## src/rtl/coin_pkg.sv

```systemverilog
// Shared coin codes, measurement states and coin values for the coin-slot front end.
// The COIN_TOTAL_EN build also uses coin_value() to accumulate credit.
package coin_pkg;

   localparam logic [1:0] COIN_NONE = 2'b00;
   localparam logic [1:0] COIN_5    = 2'b01;
   localparam logic [1:0] COIN_10   = 2'b10;

   typedef logic [1:0] meas_state_t;
   localparam meas_state_t ST_IDLE    = 2'd0;
   localparam meas_state_t ST_MEASURE = 2'd1;
   localparam meas_state_t ST_JAM     = 2'd2;

   localparam logic [15:0] COIN_VAL_5  = 16'd5;
   localparam logic [15:0] COIN_VAL_10 = 16'd10;

   function automatic logic [15:0] coin_value(input logic [1:0] code);
      case (code)
         COIN_5:  return COIN_VAL_5;
         COIN_10: return COIN_VAL_10;
         default: return 16'd0;
      endcase
   endfunction

endpackage

```

## src/rtl/coin_debounce.sv

```systemverilog
// Synchroniser chain plus stability counter for the raw coin-slot sensor.
// The level flips only after DEBOUNCE_CYC consecutive disagreeing samples.
module coin_debounce #(
   parameter int SYNC_STAGES  = 2,
   parameter int DEBOUNCE_CYC = 4
) (
   input  logic clk,
   input  logic rst,
   input  logic i_raw,
   output logic o_level
);

   localparam int               CNT_W  = $clog2(DEBOUNCE_CYC + 1);
   localparam logic [CNT_W-1:0] L_LAST = CNT_W'(DEBOUNCE_CYC - 1);

   logic [SYNC_STAGES-1:0] r_sync;
   logic [CNT_W-1:0]       r_cnt;
   logic                   r_level;
   logic                   w_sync;

   assign w_sync  = r_sync[SYNC_STAGES-1];
   assign o_level = r_level;

   // NOTE: sequential state uses <= so every flop samples pre-edge values.
   always_ff @(posedge clk) begin
      if (rst) begin
         r_sync  <= '0;
         r_cnt   <= '0;
         r_level <= 1'b0;
      end else begin
         r_sync <= {r_sync[SYNC_STAGES-2:0], i_raw};
         // Counting on the last disagreeing sample keeps latency = SYNC_STAGES + DEBOUNCE_CYC.
         if (w_sync == r_level) begin
            r_cnt <= '0;
         end else if (r_cnt == L_LAST) begin
            r_level <= w_sync;
            r_cnt   <= '0;
         end else begin
            r_cnt <= r_cnt + CNT_W'(1);
         end
      end
   end

endmodule

```

## src/rtl/coin_acceptor.sv

```systemverilog
// Coin-slot front end: debounce, width measurement, classification and a one-entry output slot.
// Optional macro COIN_TOTAL_EN adds the saturating total_rs credit counter.
module coin_acceptor
   import coin_pkg::*;
#(
   parameter int SYNC_STAGES  = 2,
   parameter int DEBOUNCE_CYC = 4,
   parameter int W5_MIN       = 20,
   parameter int W5_MAX       = 40,
   parameter int W10_MIN      = 60,
   parameter int W10_MAX      = 90,
   parameter int TIMEOUT_CYC  = 200,
   parameter int WID_W        = 8
) (
   input  logic        clk,
   input  logic        rst,
   input  logic        coin_sense,
   input  logic        coin_ready,
   output logic        coin_valid,
   output logic [1:0]  coin_code,
   output logic        reject,
   output logic        jam
`ifdef COIN_TOTAL_EN
   ,
   output logic [15:0] total_rs
`endif
);

   localparam logic [WID_W-1:0] L_W5_MIN  = WID_W'(W5_MIN);
   localparam logic [WID_W-1:0] L_W5_MAX  = WID_W'(W5_MAX);
   localparam logic [WID_W-1:0] L_W10_MIN = WID_W'(W10_MIN);
   localparam logic [WID_W-1:0] L_W10_MAX = WID_W'(W10_MAX);
   localparam logic [WID_W-1:0] L_TIMEOUT = WID_W'(TIMEOUT_CYC);

   logic             w_deb;
   meas_state_t      r_state,  w_state_nxt;
   logic [WID_W-1:0] r_width,  w_width_nxt;
   logic [1:0]       w_class;
   logic             w_fall_meas;
   logic             w_fall_jam;
   logic             w_slot_free;
   logic             w_handshake;
   logic             w_load;
   logic             w_reject_evt;
   logic             r_valid;
   logic [1:0]       r_code;
   logic             r_reject;

   coin_debounce #(
      .SYNC_STAGES  (SYNC_STAGES),
      .DEBOUNCE_CYC (DEBOUNCE_CYC)
   ) u_debounce (
      .clk     (clk),
      .rst     (rst),
      .i_raw   (coin_sense),
      .o_level (w_deb)
   );

   // NOTE: every always_comb output gets a default first so no latch is inferred.
   always_comb begin
      w_class = COIN_NONE;
      if (r_width >= L_W5_MIN && r_width <= L_W5_MAX) begin
         w_class = COIN_5;
      end else if (r_width >= L_W10_MIN && r_width <= L_W10_MAX) begin
         w_class = COIN_10;
      end
   end

   // Classification happens in the debounced-fall cycle; the slot loads on the following edge.
   assign w_fall_meas  = (r_state == ST_MEASURE) && !w_deb;
   assign w_fall_jam   = (r_state == ST_JAM) && !w_deb;
   assign w_handshake  = r_valid && coin_ready;
   assign w_slot_free  = !r_valid || coin_ready;
   assign w_load       = w_fall_meas && (w_class != COIN_NONE) && w_slot_free;
   assign w_reject_evt = w_fall_jam || (w_fall_meas && !w_load);

   always_comb begin
      w_state_nxt = r_state;
      w_width_nxt = r_width;
      case (r_state)
         ST_IDLE: begin
            if (w_deb) begin
               w_width_nxt = WID_W'(1);
               w_state_nxt = ST_MEASURE;
            end
         end
         ST_MEASURE: begin
            if (!w_deb) begin
               w_state_nxt = ST_IDLE;
            end else begin
               w_width_nxt = r_width + WID_W'(1);
               if (w_width_nxt == L_TIMEOUT) begin
                  w_state_nxt = ST_JAM;
               end
            end
         end
         ST_JAM: begin
            if (!w_deb) begin
               w_state_nxt = ST_IDLE;
            end
         end
         default: w_state_nxt = ST_IDLE;
      endcase
   end

   // NOTE: reset is synchronous, sampled on clk like the rest of the vending datapath.
   always_ff @(posedge clk) begin
      if (rst) begin
         r_state  <= ST_IDLE;
         r_width  <= '0;
         r_valid  <= 1'b0;
         r_code   <= COIN_NONE;
         r_reject <= 1'b0;
      end else begin
         r_state  <= w_state_nxt;
         r_width  <= w_width_nxt;
         r_reject <= w_reject_evt;
         if (w_load) begin
            r_valid <= 1'b1;
            r_code  <= w_class;
         end else if (w_handshake) begin
            r_valid <= 1'b0;
            r_code  <= COIN_NONE;
         end
      end
   end

   assign coin_valid = r_valid;
   assign coin_code  = r_code;
   assign reject     = r_reject;
   assign jam        = (r_state == ST_JAM);

`ifdef COIN_TOTAL_EN
   logic [15:0] r_total;
   logic [16:0] w_sum;

   assign w_sum = {1'b0, r_total} + {1'b0, coin_value(r_code)};

   always_ff @(posedge clk) begin
      if (rst) begin
         r_total <= '0;
      end else if (w_handshake) begin
         r_total <= w_sum[16] ? 16'hFFFF : w_sum[15:0];
      end
   end

   assign total_rs = r_total;
`endif

endmodule

```

## config.mk

```make
export PLATFORM = sky130hd
export DESIGN_NAME = coin_acceptor
export DESIGN_NICKNAME = d
export VERILOG_FILES = /design/src/rtl/coin_pkg.sv /design/src/rtl/coin_debounce.sv /design/src/rtl/coin_acceptor.sv
export SDC_FILE = /design/constraint.sdc
export NUM_CORES = 1
export LEC_CHECK = 0
export BUFFER_PORTS_ARGS = -buffer_cell sky130_fd_sc_hd__buf_2
export CELL_PAD_IN_SITES_DETAIL_PLACEMENT = 0
export CELL_PAD_IN_SITES_GLOBAL_PLACEMENT = 2
export CORE_ASPECT_RATIO = 2
export CORE_MARGIN = 10
export CORE_UTILIZATION = 31
export CTS_CLUSTER_SIZE = 12
export DETAILED_ROUTE_END_ITERATION = 8
export GPL_TIMING_DRIVEN = 0
export PLACE_DENSITY = 0.71
export RECOVER_POWER = 50
export SLEW_MARGIN = 30
export SYNTH_ARGS = -nofsm -noshare
export SYNTH_HDL_FRONTEND = slang
export SYNTH_HIERARCHICAL = 1
export SYNTH_SLANG_ARGS = --single-unit
```

## constraint.sdc

```tcl
create_clock -name clk -period 1.5 [get_ports clk]
set_input_delay 0.225 -clock clk [delete_from_list [all_inputs] [get_ports clk]]
set_output_delay 0.225 -clock clk [all_outputs]
set_load 0.005 [all_outputs]
```

==> results of run 1 <==
[worst register-to-register path: stages (launching register included)]
cell,delay (ns)
dfxtp_4,0.38
inv_4,0.07
ha_4,0.11
nand2b_1,0.06
a211o_1,0.27
a21oi_2,0.15
nor2_1,0.07
o41a_1,0.31
[flip-flops by register name (all words and copies together), names as in the netlist]
signal              count
coin_code               2
coin_valid              1
r_state                 2
r_width                 8
reject                  1
u_debounce/o_level      1
u_debounce/r_cnt        3
u_debounce/r_sync       2
[per-layer routing]
layer  vias up  GRT usage
met5         -          0
met4         0    0.04248
met3         2    0.01739
met2         6     0.1597
met1       466    0.09195
li1        494          -
[layout make-up]
type / count / area, sq um / share of cell area
Inverter: 7 / 31.28 / 0.02248
Clock inverter: 1 / 30.03 / 0.02158
Sequential cell: 20 / 415.4 / 0.2986
Tap cell: 31 / 38.79 / 0.02788
Multi-Input combinational cell: 92 / 654.4 / 0.4703
Buffer: 6 / 56.30 / 0.04047
Timing Repair Buffer: 20 / 123.9 / 0.08903
Clock buffer: 3 / 41.29 / 0.02968
[logic make-up (layout without fill, tap and decap cells)]
group                    Yosys count  count (layout)  share of synthesized area
multiplexers                       2               2                    0.01914
AO/OA/AOI/OAI                     28              28                     0.1759
XOR/XNOR                           2               2                    0.01675
adder cells (fa/ha/maj)            4               4                    0.04785
flip-flops                        20              20                     0.3828
AND/OR/NAND/NOR                   56              56                     0.2931
buffers and inverters             14              37                    0.06460
[worst max-delay path by stage]
stage	start	end	slack (ns)	depth (start not counted)
floorplan	r_width[0]	reject	0.0004	7
global placement	r_width[3]	r_state[1]	-0.14	6
detailed placement	r_width[3]	r_state[1]	-0.14	6
CTS	r_width[1]	reject	-0.04	7
global route	r_width[3]	r_state[1]	-0.14	6
finish	r_width[1]	reject	-0.01	7
[stage by stage]
stage | setup WS, ns | cell area [sq um] | setup TNS [ns] | cells | hold WS, ns
CTS | -0.04211 | 1250 | -0.04211 | 171 | 0.1693
global route | -0.1439 | 1391 | -0.3160 | 180 | 0.2121
global placement | -0.1413 | 1129 | -0.4449 | 165 | 0.4178
finish | -0.01135 | 1391 | -0.01135 | 180 | 0.1724
detailed placement | -0.1434 | 1129 | -0.4317 | 165 | 0.4238
floorplan | 0.0003548 | 1050 | 0 | 126 | 0.2966
[layout by cell type (no fill, tap or decap), types with 3 or more instances in the layout]
cell	instances
a21oi_1	10
buf_2	3
buf_4	12
buf_6	4
clkbuf_1	6
clkbuf_8	3
dfxtp_1	14
dfxtp_2	3
dfxtp_4	3
inv_1	5
nand2_1	10
nand2b_1	3
nor2_1	10
nor2b_1	3
nor3_1	6
nor4_1	3
o211ai_1	3
o21ai_0	3
[timing repair]
item / in CTS / in global routing
pin swaps: 4 / 8
resized for setup: 13 / 23
setup buffers: 3 / 9
setup endpoints to repair: 6 / 8
[power breakdown]
group	leakage (nW)	internal (W)	switching (W)
Sequential	0.166	0.000528	0.00000118
Combinational	0.333	0.00000611	0.0000140
Clock	0.0357	0.000356	0.000195
Total	0.534	0.000890	0.000210
==> flow_summary.json, run 1 <==
{
  "outcome": "finished with violations",
  "violations": "negative setup slack",
  "fp-row-count": 29,
  "antenna_cells": 0,
  "ys_ff_latch": 20,
  "die_h_microns": 102.2,
  "fin_worst_skew_ns": 0.001632,
  "total_power_w": 0.001100,
  "cellLeakagePower_nw": 0.5339,
  "die_w_microns": 61.08,
  "critical-path-top-delay-family": "compound AO/OA/AOI/OAI gates",
  "slowest_delay_ns": 0.38,
  "grt_usage": 0.08859,
  "finalHoldViolCount": 0,
  "root_buffer": "clkbuf_8",
  "setup_viol": 1,
  "place.gp.congestion": 0.7735,
  "htree_levels": 1,
  "port_buffers": 8,
  "slew_headroom": 0.5761,
  "hold_path_end": "u_debounce/r_sync[0]",
  "setup_slack_ns": -0.01135,
  "clockBufferDepth": 2,
  "ys_async_sr_fraction": 0,
  "clkSinkCount": 20,
  "grt_pass1_vias": 885,
  "wirelength_microns": 2663,
  "wl_met2_microns": 1495,
  "hp-start": "coin_sense",
  "yosysTopAreaCell": "dfxtp_1",
  "syn_to_final_growth_pct": 33.01,
  "arrival_ns": 1.66,
  "globalRouteOverflowTotal": 0,
  "final-max-slew-violation-count": 0,
  "yosysMostFrequentCell": "dfxtp_1",
  "fin_crit_sh": 1.008,
  "top_layer_used": "met4",
  "drt-pass1-iter-count": 4,
  "hpwl_microns": 1831,
  "reg2reg_slack_ns": -0.01,
  "netlist_area_sq_um": 1046,
  "maxCapViolCount": 0,
  "syn_inst": 126,
  "slowest_stage": "dfxtp_4",
  "r2r-end": "reject",
  "initialDrtViolationCount": 16,
  "ant_nets": 0,
  "core_sq_um": 3229,
  "grt_pass1_wl_microns": 4243,
  "critPathLaunchType": "flip-flop",
  "drt-wirelength-per-cell_microns": 14.79,
  "tightest_slew_ns": 0.6359,
  "drc": 0,
  "period_minus_slack_ns": 1.511,
  "synth_top_cells_by_area": "dfxtp_1, a21oi_1, ha_1",
  "cp.required_ns": 1.65,
  "wl_met3_microns": 93,
  "cp_max_fo": 6,
  "insertion_delay_ns": 0.26,
  "holdPathStages": 2,
  "crit_chain": "inv_4 > ha_4 > nand2b_1 > a211o_1 > a21oi_2 > nor2_1 > o41a_1",
  "cp-end-kind": "flip-flop",
  "n_fill_cell": 317,
  "synth.avg_cell_area_sq_um": 8.302,
  "peakVddDrop_mv": 0.4095,
  "ctsHoldBuffers": 0,
  "final_util": 0.4308,
  "cts_tree": "built",
  "layout-drive-gt1-share": 0.3154,
  "syn_nets": 134,
  "ys_warn_count": 6,
  "nets": 158,
  "m1WireLength_microns": 1043,
  "start_util": 0.3239,
  "pin_count": 9,
  "crit_type": "flip-flop to flip-flop",
  "synth_top_area_share": 0.3828,
  "hold_path.class": "input pin to flip-flop",
  "fmax_ghz": 0.6617,
  "numCtsBuffers": 3,
  "pwr_density_cell_nw_per_um2": 790.7,
  "yosysSeqAreaShare": 0.3828,
  "r2r-start": "r_width[1]",
  "antenna_found_initial": 0,
  "synth_cell_types": 37,
  "r2r_cells": 7,
  "synth_edf_count": 0,
  "synth_top_flop_cell": "dfxtp_1",
  "rsz0062_at_grt": "yes",
  "fp.dieArea_sq_um": 6239,
  "path_clk_slew_ns": 0.08,
  "critPathBufInv": 1,
  "grt_max_degree": 13,
  "yosys-top-cells-count": "dfxtp_1, a21oi_1, nand2_1",
  "via_count": 968,
  "routed_via_density": 5.378
}
Note: power is estimated with default switching activity, not from simulation.
==> run 2: changes to the inputs <==
--- a/config.mk
+++ b/config.mk
@@ -14,6 +14,7 @@
 export CTS_CLUSTER_SIZE = 12
 export DETAILED_ROUTE_END_ITERATION = 8
 export GPL_TIMING_DRIVEN = 0
+export MAX_ROUTING_LAYER = met4
 export PLACE_DENSITY = 0.71
 export RECOVER_POWER = 50
 export SLEW_MARGIN = 30
==> run 2 against run 1 <==
  * The flow still finishes with violations (negative setup slack)
  * Setup slack gained 0.0036 ns
  * Via count increased by 0.10%
  * Global-route usage is 0.25 points higher
  * Critical path type unchanged
  * Highest routed layer unchanged
==> flow_summary.json, run 2 (same netlist as run 1, synthesis figures left out) <==
{
  "outcome": "finished with violations",
  "violations": "negative setup slack",
  "reg2reg_slack_ns": -0.008,
  "cp.depth": 7,
  "pwr_density_cell_nw_per_um2": 791.7,
  "maxCapViolCount": 0,
  "ff_latch_area_sq_um": 415.4,
  "pin_count": 9,
  "startpoint": "r_width[1]",
  "fin_area_sq_um": 1391,
  "place_area_sq_um": 1129,
  "globalRouteOverflowTotal": 0,
  "fp-row-count": 29,
  "cts_tree": "built",
  "drt-wirelength-per-cell_microns": 14.66,
  "grt_usage": 0.09107,
  "slowest_delay_ns": 0.38,
  "regMostFlops": "r_width",
  "drc": 0,
  "total_power_w": 0.001101,
  "syn_to_final_growth_pct": 33.01,
  "arrival_ns": 1.66,
  "r2r-start": "r_width[1]",
  "grt_pass1_wl_microns": 4243,
  "hp-start": "coin_sense",
  "wirelength_microns": 2639,
  "hold_path.class": "input pin to flip-flop",
  "port_buffers": 8,
  "layout_commonest_cell": "dfxtp_1",
  "core_sq_um": 3229,
  "peakVddDrop_mv": 0.4131,
  "antenna_found_initial": 0,
  "r2r_cells": 7,
  "fin_cells": 180,
  "routed_via_density": 5.383,
  "top_regs": "r_width (8), u_debounce/r_cnt (3)",
  "htree_levels": 1,
  "insertion_delay_ns": 0.26,
  "n_fill_cell": 317,
  "path_clk_slew_ns": 0.08,
  "start_util": 0.3239,
  "rsz0062_at_grt": "yes",
  "fp.dieArea_sq_um": 6239,
  "crit_type": "flip-flop to flip-flop",
  "finalHoldViolCount": 0,
  "fin_crit_sh": 1.005,
  "critPathLaunchType": "flip-flop",
  "final_cell_mix": "dfxtp_1, buf_4, a21oi_1, nor2_1, nand2_1",
  "via_count": 969,
  "ant_nets": 0,
  "fmax_ghz": 0.6633,
  "place.gp.congestion": 0.7839,
  "clockBufferDepth": 2,
  "fin_worst_skew_ns": 0.003552,
  "grt_pass1_vias": 885,
  "period_minus_slack_ns": 1.508,
  "largest_register_ff_count": 8,
  "initialDrtViolationCount": 26,
  "dpl.cell_count": 165,
  "layout-drive-gt1-share": 0.3154,
  "multi_input_area_sq_um": 654.4,
  "root_buffer": "clkbuf_8",
  "crit_end": "reject",
  "antenna_cells": 0,
  "nets": 158,
  "hpwl_microns": 1831,
  "drt-pass1-iter-count": 4,
  "die_w_microns": 61.08,
  "crit_chain": "inv_4 > ha_4 > nand2b_1 > a211o_1 > a21oi_2 > nor2_1 > o41a_1",
  "final_util": 0.4308,
  "clkSinkCount": 20,
  "cp-end-kind": "flip-flop",
  "tightest_slew_ns": 0.6561,
  "r2r-end": "reject",
  "critPathBufInv": 1,
  "critical-path-top-delay-family": "compound AO/OA/AOI/OAI gates",
  "tns_ns": -0.007707,
  "final-max-slew-violation-count": 0,
  "numCtsBuffers": 3,
  "slowest_stage": "dfxtp_4",
  "cellLeakagePower_nw": 0.5339,
  "setup_slack_ns": -0.007707,
  "die_h_microns": 102.2,
  "cp_max_fo": 6,
  "setup_viol": 1,
  "cp.required_ns": 1.65,
  "grt_max_degree": 13,
  "slew_headroom": 0.5626
}
run 2: cell counts in the layout (fill, tap and decap cells not counted):
Identical to the previous run, type by type.
run 2: worst reg2reg max path, delay by kind of cell (launching register included):
kind / cells / cell delay (ns)
buffers and inverters: 1 / 0.07
AOI/OAI and AO/OA: 3 / 0.73
adders and majority gates: 1 / 0.11
DFF: 1 / 0.38
and+or+nand+nor: 2 / 0.12
run 2: cell type report:
class	instances	share of cell area
Clock buffer	3	0.02968
Inverter	7	0.02248
Clock inverter	1	0.02158
Sequential cell	20	0.2986
Timing Repair Buffer	20	0.08903
Multi-Input combinational cell	92	0.4703
Tap cell	31	0.02788
Buffer	6	0.04047
run 2: how the worst min path moves through the flow:
| stage | endpoint | cells past startpoint |
|---|---|---|
| global placement | u_debounce/r_cnt[0] | 1 |
| finish | u_debounce/r_sync[0] | 2 |
| global route | u_debounce/r_sync[0] | 2 |
| CTS | u_debounce/r_sync[0] | 2 |
| detailed placement | u_debounce/r_cnt[0] | 1 |
| floorplan | u_debounce/r_sync[0] | 1 |
run 2: per-layer routing:
layer  wire length [microns]  track usage  share of wire  up-vias
met5                       0            -              0        -
met4                      99      0.04248          0.038        0
met3                      97      0.01739          0.037        6
met2                    1436       0.1597           0.54       10
met1                    1005      0.09195           0.38      460
li1                        -            -              -      493
run 2: where the power goes:
part	leakage (nW)	switching, W	internal [W]	total (W)
clock	0.0357	0.000196	0.000356	0.000552
combinational	0.333	0.0000141	0.00000611	0.0000202
sequential	0.166	0.00000119	0.000528	0.000529
total	0.534	0.000211	0.000890	0.00110
run 2: through the flow:
stage | hold WS (ns) | worst slack (ns)
2_1_floorplan | 0.2966 | 0.0003548
3_3_place_gp | 0.4178 | -0.1413
3_5_place_dp | 0.4238 | -0.1434
4_1_cts | 0.1693 | -0.04211
5_1_grt | 0.2121 | -0.1446
6_report | 0.1711 | -0.007707
run 2: repair_timing:
item                       CTS  global route
hold buffers                 0             0
pin swaps                    4             8
buffers inserted             3             9
resized for setup           13            23
setup endpoints to repair    6             8
